**config.mk**
```make
export PLATFORM = sky130hd
export DESIGN_NAME = spi_master
export DESIGN_NICKNAME = d
export VERILOG_FILES = /design/src/rtl/spi_master.sv
export SDC_FILE = /design/constraint.sdc
export NUM_CORES = 1
export LEC_CHECK = 0
export ABC_CLOCK_PERIOD_IN_PS = 2650
export BUFFER_PORTS_ARGS = -buffer_cell sky130_fd_sc_hd__buf_2
export CORE_ASPECT_RATIO = 1.5
export CORE_MARGIN = 1.5
export CORE_UTILIZATION = 57
export DETAILED_ROUTE_END_ITERATION = 8
export GPL_TIMING_DRIVEN = 0
export PLACE_DENSITY = 0.8
export SETUP_SLACK_MARGIN = 0.4
export SYNTH_ARGS = -nofsm -noshare
export SYNTH_HDL_FRONTEND = slang
export SYNTH_SLANG_ARGS = --single-unit
export TNS_END_PERCENT = 20
```
**constraint.sdc**
```tcl
create_clock -name i_clk -period 2.65 [get_ports i_clk]
set_input_delay 0.3975 -clock i_clk [delete_from_list [all_inputs] [get_ports i_clk]]
set_output_delay 0.3975 -clock i_clk [all_outputs]
set_load 0.03 [all_outputs]
```
**src/rtl/spi_master.sv**
```systemverilog
// SPI mode-0 master: CS low, then CMD, ADDR and a burst of data bytes, MSB first.
// SCK runs at CLK_DIV system cycles per half-period; a TAIL half-period precedes CS release.
module spi_master #(
  parameter int DATA_WIDTH = 8,
  parameter int CLK_DIV    = 4
) (
  input  logic                  i_clk,
  input  logic                  i_rst,
  input  logic                  i_start,
  input  logic                  i_rw,
  input  logic [DATA_WIDTH-1:0] i_addr,
  input  logic [7:0]            i_len,
  input  logic [DATA_WIDTH-1:0] i_wdata,
  output logic                  o_wdata_req,
  output logic [DATA_WIDTH-1:0] o_rdata,
  output logic                  o_rdata_valid,
  output logic                  o_busy,
  output logic                  o_done,
  output logic                  o_spi_sck,
  output logic                  o_spi_mosi,
  output logic                  o_spi_cs,
  input  logic                  i_spi_miso
);
  localparam int BCW = (DATA_WIDTH > 1) ? $clog2(DATA_WIDTH) : 1;
  localparam logic [7:0]            DIV_LAST  = 8'(CLK_DIV - 1);
  localparam logic [BCW-1:0]        BIT_LAST  = BCW'(DATA_WIDTH - 1);
  localparam logic [DATA_WIDTH-1:0] CMD_WRITE = DATA_WIDTH'(8'h02);
  localparam logic [DATA_WIDTH-1:0] CMD_READ  = DATA_WIDTH'(8'h03);

  typedef enum logic [2:0] {IDLE, CMD, ADDR, DATA, TAIL} state_t;

  state_t                state, next_state;
  logic [7:0]            div_cnt;
  logic [BCW-1:0]        bit_cnt;
  logic [8:0]            rem_cnt;
  logic [DATA_WIDTH-1:0] tx_sr, rx_sr, addr_lat, wdata_lat;
  logic                  rw_lat;
  logic                  div_end, fall_tick, field_end, start_ok;

  assign div_end   = (div_cnt == DIV_LAST);
  assign fall_tick = o_spi_sck && div_end;
  assign field_end = fall_tick && (bit_cnt == BIT_LAST);
  // o_done shares its cycle with IDLE, so a start there must still be refused.
  assign start_ok  = i_start && !o_done;

  assign o_busy     = (state != IDLE);
  assign o_spi_mosi = tx_sr[DATA_WIDTH-1];

  always_ff @(posedge i_clk or negedge i_rst) begin
    if (!i_rst) state <= IDLE;
    else        state <= next_state;
  end

  always_comb begin
    next_state = state;
    case (state)
      IDLE: if (start_ok) next_state = CMD;
      CMD:  if (field_end) next_state = ADDR;
      ADDR: if (field_end) next_state = DATA;
      DATA: if (field_end && rem_cnt == 9'd1) next_state = TAIL;
      TAIL: if (div_end) next_state = IDLE;
      default: next_state = IDLE;
    endcase
  end

  always_ff @(posedge i_clk or negedge i_rst) begin
    if (!i_rst) begin
      div_cnt       <= '0;
      bit_cnt       <= '0;
      rem_cnt       <= '0;
      tx_sr         <= '0;
      rx_sr         <= '0;
      addr_lat      <= '0;
      wdata_lat     <= '0;
      rw_lat        <= 1'b0;
      o_spi_sck     <= 1'b0;
      o_spi_cs      <= 1'b1;
      o_done        <= 1'b0;
      o_wdata_req   <= 1'b0;
      o_rdata_valid <= 1'b0;
      o_rdata       <= '0;
    end else begin
      o_done        <= 1'b0;
      o_wdata_req   <= 1'b0;
      o_rdata_valid <= 1'b0;
      case (state)
        IDLE: begin
          div_cnt   <= '0;
          o_spi_sck <= 1'b0;
          if (start_ok) begin
            rw_lat      <= i_rw;
            addr_lat    <= i_addr;
            wdata_lat   <= i_wdata;
            rem_cnt     <= (i_len == 8'd0) ? 9'd1 : {1'b0, i_len};
            tx_sr       <= i_rw ? CMD_READ : CMD_WRITE;
            bit_cnt     <= '0;
            o_spi_cs    <= 1'b0;
            o_wdata_req <= !i_rw;
          end
        end
        TAIL: begin
          div_cnt <= div_cnt + 8'd1;
          if (div_end) begin
            div_cnt  <= '0;
            o_spi_cs <= 1'b1;
            o_done   <= 1'b1;
          end
        end
        default: begin
          div_cnt <= div_end ? '0 : div_cnt + 8'd1;
          if (div_end) o_spi_sck <= !o_spi_sck;
          // MISO is taken one cycle into SCK high, so o_rdata lands one cycle after the rise.
          if (state == DATA && rw_lat && o_spi_sck && div_cnt == '0) begin
            rx_sr <= {rx_sr[DATA_WIDTH-2:0], i_spi_miso};
            if (bit_cnt == BIT_LAST) begin
              o_rdata       <= {rx_sr[DATA_WIDTH-2:0], i_spi_miso};
              o_rdata_valid <= 1'b1;
            end
          end
          if (fall_tick) begin
            if (bit_cnt != BIT_LAST) begin
              bit_cnt <= bit_cnt + BCW'(1);
              tx_sr   <= tx_sr << 1;
            end else begin
              bit_cnt <= '0;
              case (state)
                CMD:  tx_sr <= addr_lat;
                ADDR: tx_sr <= rw_lat ? '0 : wdata_lat;
                default: begin
                  if (rem_cnt != 9'd1) begin
                    tx_sr       <= rw_lat ? '0 : i_wdata;
                    o_wdata_req <= !rw_lat;
                  end else begin
                    tx_sr <= '0;
                  end
                  rem_cnt <= rem_cnt - 9'd1;
                end
              endcase
            end
          end
        end
      endcase
    end
  end
endmodule

```
==> flow_metrics.tcl, run 1 <==
set metrics [dict create \
    dr.pass1.iters 4 \
    grt_pass1_wl_um 12200 \
    final_layout_size_suffix_gt1_frac 0.218 \
    use_met2 0.437 \
    fmax_mhz 468 \
    start_util 0.601 \
    syn_inst 357 \
    rr_startpoint "bit_cnt[0]" \
    path_common_cell "o21ai_0" \
    routed_via_density 5.66 \
    rows 33 \
    worstSetupEndpointType "flip-flop" \
    gr-total-overflow 0 \
    routedWlPerCell_um 14.8 \
    dpl.hpwl_um 5150 \
    power_w 0.00354 \
    grtUsageTotal 0.251 \
    rrSetupSlack_ns 0.51 \
    synth-xor-area-share 0.0158 \
    crit_end "rem_cnt[7]" \
    pin_count 44 \
    dieArea_um2 6310 \
    crit_type "reg2reg" \
    status "finished, final reports clean" \
    fillers 472 \
    coreArea_um2 5530 \
    cpMaxStageDelayCell "dfrtp_1" \
    final_common_cell "nand2_1" \
    clkLatencyLatePin_ns 0.34 \
    fin_util 0.697 \
    rr_worst_depth 8 \
    tns_ns 0 \
    grt_max_degree 69 \
    finalSetupViolCount 0 \
    synth_top_family_by_area "simple AND/OR/NAND/NOR gates" \
    p_per_area_nw_per_um2 919 \
    clock-root-buffer "clkbuf_8" \
    cts_tree "built" \
    crit_fanout 10 \
    timing.rr.end "rem_cnt[7]" \
    path_clk_slew_ns 0.07 \
    worst_path_largest_cell_delay_ns 0.38 \
    syn-num-nets 392 \
    hold_path.class "in2async" \
    arrival_ns 2.33 \
    yosysWarningCount 0 \
    drt_iter0_drc 165 \
    ys_ff_latch 68 \
    port_buffers 43 \
    startpoint "bit_cnt[0]" \
    placed_area_um2 3630 \
    critPathLaunchType "flip-flop" \
    peakVddDrop_mv 0.513 \
    synthFlopType "dfrtp_1" \
    place_congestion 0.841 \
    synth_fa_ha_area_frac 0.0226 \
    antenna_found_initial 0 \
    worst_hold_slack_ns 0.155 \
    multiInputGateArea_um2 1520 \
    path_cells "ha_1 -> ha_1 -> inv_1 -> o21ai_0 -> o21ai_2 -> clkbuf_1 -> o21ai_0 -> o21ai_0" \
    fin_crit_sh 0.806 \
    grtUsageMet3 0.0452 \
    crit_family "compound AO/OA/AOI/OAI gates" \
    critPathBufInv 2 \
    drc_errors 0 \
    relSlewSlack 0.444 \
    numCtsBuffers 9 \
    avgSynthCellArea_um2 9.31 \
    use_met1 0.297 \
    nNetsFinal 447 \
    h-tree-depth 3 \
    rsz0062_at_grt "true" \
    synth_mux_area_frac 0.0538 \
    clock_skew_ns 0.0111 \
    finalHoldViolCount 0 \
    period_minus_slack_ns 2.14 \
    antenna_left 0 \
    fp.dieH_um 96.5 \
    layout_common_cells "nand2_1 (70), dfrtp_1 (67), buf_2 (46), nor2_1 (37), a21oi_1 (30)" \
    max_cap_violations 0 \
    die_w_um 65.4 \
    clock_sinks 68 \
    path_depth 8 \
    finalMaxSlewViolations 0 \
    worstPathRequired_ns 2.85 \
    wirelength_um 7200 \
    postCtsHoldBufs 0 \
    cts_buffer_depth 2 \
    syn_to_final_growth_pct 16.0 \
    diodes 0 \
    syn-cell-area_um2 3320 \
    grt_pass1_vias 2797 \
    ys_seq_area_frac 0.512 \
    leakage_nw 1.89 \
    synth-simple-area-share 0.212 \
    synth-edff-count 0 \
    ys_async_sr_fraction 1.00 \
    via_count 2758 \
    synth_compound_area_frac 0.151 \
    ff_latch_area_um2 1700 \
    fin_area_um2 3860 \
    tightest_slew_ns 0.835 \
    synth.distinct_cells 45 \
    top_usage_layer "met2" \
]
[layout make-up]
class | instances | share of cell area
clock inverters | 5 | 0.0195
flip-flops and latches | 68 | 0.442
repair buffers | 44 | 0.0584
multi-input cells | 263 | 0.393
plain buffers | 16 | 0.0185
inverters | 10 | 0.00973
well taps | 70 | 0.0227
clock buffers | 11 | 0.0367
[what timing repair did]
| item | 4_1_cts | 5_1_grt |
|---|---|---|
| setup buffers | 0 | 1 |
| gates resized for setup | 0 | 3 |
| endpoints found under the setup margin | 0 | 26 |
| endpoints found under the hold margin | 0 | 0 |
[state kept, by name (all words and copies together), names as in the netlist, 3 cells and up]
signal,flops
addr_lat,8
bit_cnt,3
div_cnt,8
o_rdata,8
rem_cnt,9
rx_sr,7
state,3
tx_sr,8
wdata_lat,8
[layer usage]
layer / vias to the layer above / wire length [um]
met5: - / 0
met4: 0 / 111
met3: 10 / 245
met2: 65 / 3810
met1: 1340 / 3030
li1: 1343 / -
[Yosys cell counts (4+ instances only)]
library cell | n | area (um2)
nand2_1 | 70 | 263
dfrtp_1 | 67 | 1680
nor2_1 | 37 | 139
a21oi_1 | 30 | 150
o21ai_0 | 23 | 115
mux2_2 | 15 | 169
clkbuf_1 | 10 | 37.5
nor3_1 | 10 | 50.1
inv_1 | 9 | 33.8
o22a_1 | 8 | 70.1
a21boi_0 | 7 | 52.6
nand3_1 | 7 | 35.0
or3_1 | 7 | 43.8
ha_1 | 6 | 75.1
buf_2 | 4 | 20.0
nand2b_1 | 4 | 25.0
xnor2_1 | 4 | 35.0
[kinds of logic after synthesis]
| logic type | count (synthesis) |
|---|---|
| compound gates | 83 |
| mux | 16 |
| xor+xnor | 6 |
| buf+inv | 26 |
| fa+ha+maj | 6 |
| flops | 68 |
| simple gates | 152 |
[worst reg2reg max path: cells and delay by family, from the launching register on]
| kind | cells | cell delay [ns] |
|---|---|---|
| AO/OA/AOI/OAI | 4 | 0.69 |
| adder cells (fa/ha/maj) | 2 | 0.48 |
| buffers and inverters | 2 | 0.44 |
| flip-flops | 1 | 0.38 |
[worst min-delay path by stage]
stage                    to  cells past startpoint  slack [ns]          from
2_1_floorplan   addr_lat[0]                      0        0.10         i_rst
3_3_place_gp   wdata_lat[0]                      2        0.45  wdata_lat[0]
3_5_place_dp   wdata_lat[0]                      2        0.46  wdata_lat[0]
4_1_cts        wdata_lat[7]                      1        0.19         i_rst
5_1_grt         addr_lat[7]                      1        0.24         i_rst
6_report        addr_lat[7]                      1        0.15         i_rst
[power by group]
group	internal, W	switching, W
logic	0.000416	0.000697
clock network	0.000551	0.000374
registers	0.00129	0.000214
[through the flow]
step	std cells	setup slack, ns
final	487	0.514
after global routing	487	0.302
after CTS	486	0.455
after detailed placement	470	0.465
after global placement	470	0.497
after floorplan	357	0.814
(Power assumes the default switching activity.)
==> inputs of run 2 (changes only) <==
--- a/config.mk
+++ b/config.mk
@@ -5,7 +5,7 @@
 export SDC_FILE = /design/constraint.sdc
 export NUM_CORES = 1
 export LEC_CHECK = 0
-export ABC_CLOCK_PERIOD_IN_PS = 2650
+export ABC_CLOCK_PERIOD_IN_PS = 2000
 export BUFFER_PORTS_ARGS = -buffer_cell sky130_fd_sc_hd__buf_2
 export CORE_ASPECT_RATIO = 1.5
 export CORE_MARGIN = 1.5
==> constraint.sdc (replaced) <==
create_clock -name i_clk -period 2 [get_ports i_clk]
set_input_delay 0.3 -clock i_clk [delete_from_list [all_inputs] [get_ports i_clk]]
set_output_delay 0.3 -clock i_clk [all_outputs]
set_load 0.03 [all_outputs]
==> run 2 against run 1 <==
Total power rose by 46%. Count of clock-buffer cells in the layout rose by 1. Non-clock buffer count rose by 20. Worst hold slack got worse by 0.10 ns. Combinational power rose by 60%. Sequential share of layout area fell by 4.1 points. Critical path type unchanged. Largest cell class unchanged. Largest power group unchanged.
==> flow_metrics.tcl, run 2 (synthesis results as in run 1) <==
set metrics [dict create \
    status "finished, final reports clean" \
    switching_share 0.372 \
    path_common_cell "a21oi_1" \
    hold_path.class "in2async" \
    routed_via_density 5.80 \
    worst_path_largest_cell_delay_ns 0.45 \
    multiInputGateArea_um2 1680 \
    pin_count 44 \
    clkLatencyLatePin_ns 0.35 \
    pre_cts_slack_ns -0.142 \
    place_congestion 0.834 \
    grt_pass1_wl_um 12900 \
    dieArea_um2 6310 \
    fillers 406 \
    fp.dieH_um 96.5 \
    fmax_mhz 547 \
    syn_to_final_growth_pct 28.1 \
    nNetsFinal 467 \
    max_cap_violations 0 \
    gr-total-overflow 0 \
    period_minus_slack_ns 1.83 \
    antenna_left 0 \
    power_w 0.00516 \
    drc_errors 0 \
    clock-root-buffer "clkbuf_8" \
    start_util 0.601 \
    finalSetupViolCount 0 \
    dpl.hpwl_um 5140 \
    p_per_area_nw_per_um2 1210 \
    relSlewSlack 0.432 \
    final_layout_size_suffix_gt1_frac 0.325 \
    die_w_um 65.4 \
    postCtsHoldBufs 0 \
    dr.pass1.iters 5 \
    path_clk_slew_ns 0.07 \
    critPathLaunchType "flip-flop" \
    worstPathRequired_ns 2.28 \
    fin_crit_sh 0.914 \
    ff_latch_area_um2 1710 \
    regMostFlops "rem_cnt" \
    grt_max_degree 69 \
    path_cells "nand2b_1 -> buf_2 -> a21oi_4 -> a21oi_1 -> or3_1 -> a21oi_1" \
    largest_reg_flops 9 \
    clock_skew_ns 0.00716 \
    pwr-share-seq 0.397 \
    wirelength_um 8420 \
    grtUsageTotal 0.271 \
    grt_pass1_vias 2773 \
    coreArea_um2 5530 \
    comb_power_share 0.344 \
    setup_ws_ns 0.171 \
    finalHoldViolCount 0 \
    crit_fanout 9 \
    internal_power_w 0.00324 \
    final_common_cell "nand2_1" \
    h-tree-depth 3 \
    port_buffers 43 \
    tightest_slew_ns 0.852 \
    cts_buffer_depth 2 \
    diodes 0 \
    cpMaxStageDelayCell "dfrtp_1" \
    peakVddDrop_mv 0.674 \
    critPathBufInv 1 \
    rsz0062_at_grt "true" \
    leakage_nw 2.08 \
    crit_family "simple AND/OR/NAND/NOR gates" \
    fin_area_um2 4260 \
    numCtsBuffers 9 \
    worstSetupEndpointType "flip-flop" \
    clock_sinks 68 \
    placed_area_um2 3660 \
    netSwitchingPower_w 0.00192 \
    crit_type "reg2reg" \
    drt_iter0_drc 221 \
    finalMaxSlewViolations 0 \
    antenna_found_initial 0 \
    cts_tree "built" \
    routedWlPerCell_um 16.6 \
    power.share.clock 0.258 \
    arrival_ns 2.11 \
    layout_common_cells "nand2_1 (68), dfrtp_1 (65), buf_2 (45), nor2_1 (35), a21oi_1 (29)" \
    worst_hold_slack_ns 0.0538 \
    via_count 2943 \
    rows 33 \
]
## run 2: worst paths after layout
path / start / to / slack (ns) / cells after the start
setup / recovery: state[1] / tx_sr[2] / 0.17 / 6
hold / removal: i_rst / addr_lat[2] / 0.05 / 1
setup reg to reg: state[1] / tx_sr[2] / 0.17 / 6
hold reg to reg: addr_lat[3] / addr_lat[3] / 0.48 / 2
max in group asynchronous: i_rst / state[0] / 1.35 / 1
min in group i_clk: i_addr[6] / addr_lat[6] / 0.13 / 3
## run 2: timing repair
action | in CTS | in global routing
setup buffers | 11 | 9
cloned | 1 | 0
pin swaps | 10 | 10
gates resized for setup | 41 | 32
endpoints found under the hold margin | 0 | 0
endpoints found under the setup margin | 61 | 67
## run 2: per-layer routing
| layer | wire length, um | GRT usage | share of wire |
|---|---|---|---|
| met5 | 0 | 0 | 0 |
| met4 | 171 | 0.125 | 0.020 |
| met3 | 429 | 0.0510 | 0.051 |
| met2 | 4460 | 0.473 | 0.53 |
| met1 | 3360 | 0.323 | 0.40 |
## run 2: final cells by class
class                   count  area share
flip-flops and latches     68       0.400
clock inverters             4      0.0165
multi-input cells         263       0.395
well taps                  70      0.0206
plain buffers              16      0.0303
repair buffers             64      0.0890
inverters                  10     0.00969
clock buffers              12      0.0388
## run 2: metrics by stage
step | cells | setup TNS (ns) | utilization
3_3_place_gp | 470 | -0.755 | 0.661
3_5_place_dp | 470 | -1.09 | 0.662
2_1_floorplan | 357 | 0 | -
5_1_grt | 507 | 0 | 0.770
4_1_cts | 498 | 0 | 0.744
6_report | 507 | 0 | 0.770
## run 2: power by group through the flow
stage	combinational, W	clock (W)	sequential (W)
finish	0.00178	0.00133	0.00205
global route	0.00198	0.00140	0.00209
CTS	0.00166	0.00133	0.00201
detailed placement	0.00150	0	0.00202
global placement	0.00144	0	0.00200
floorplan	0.00111	0	0.00196
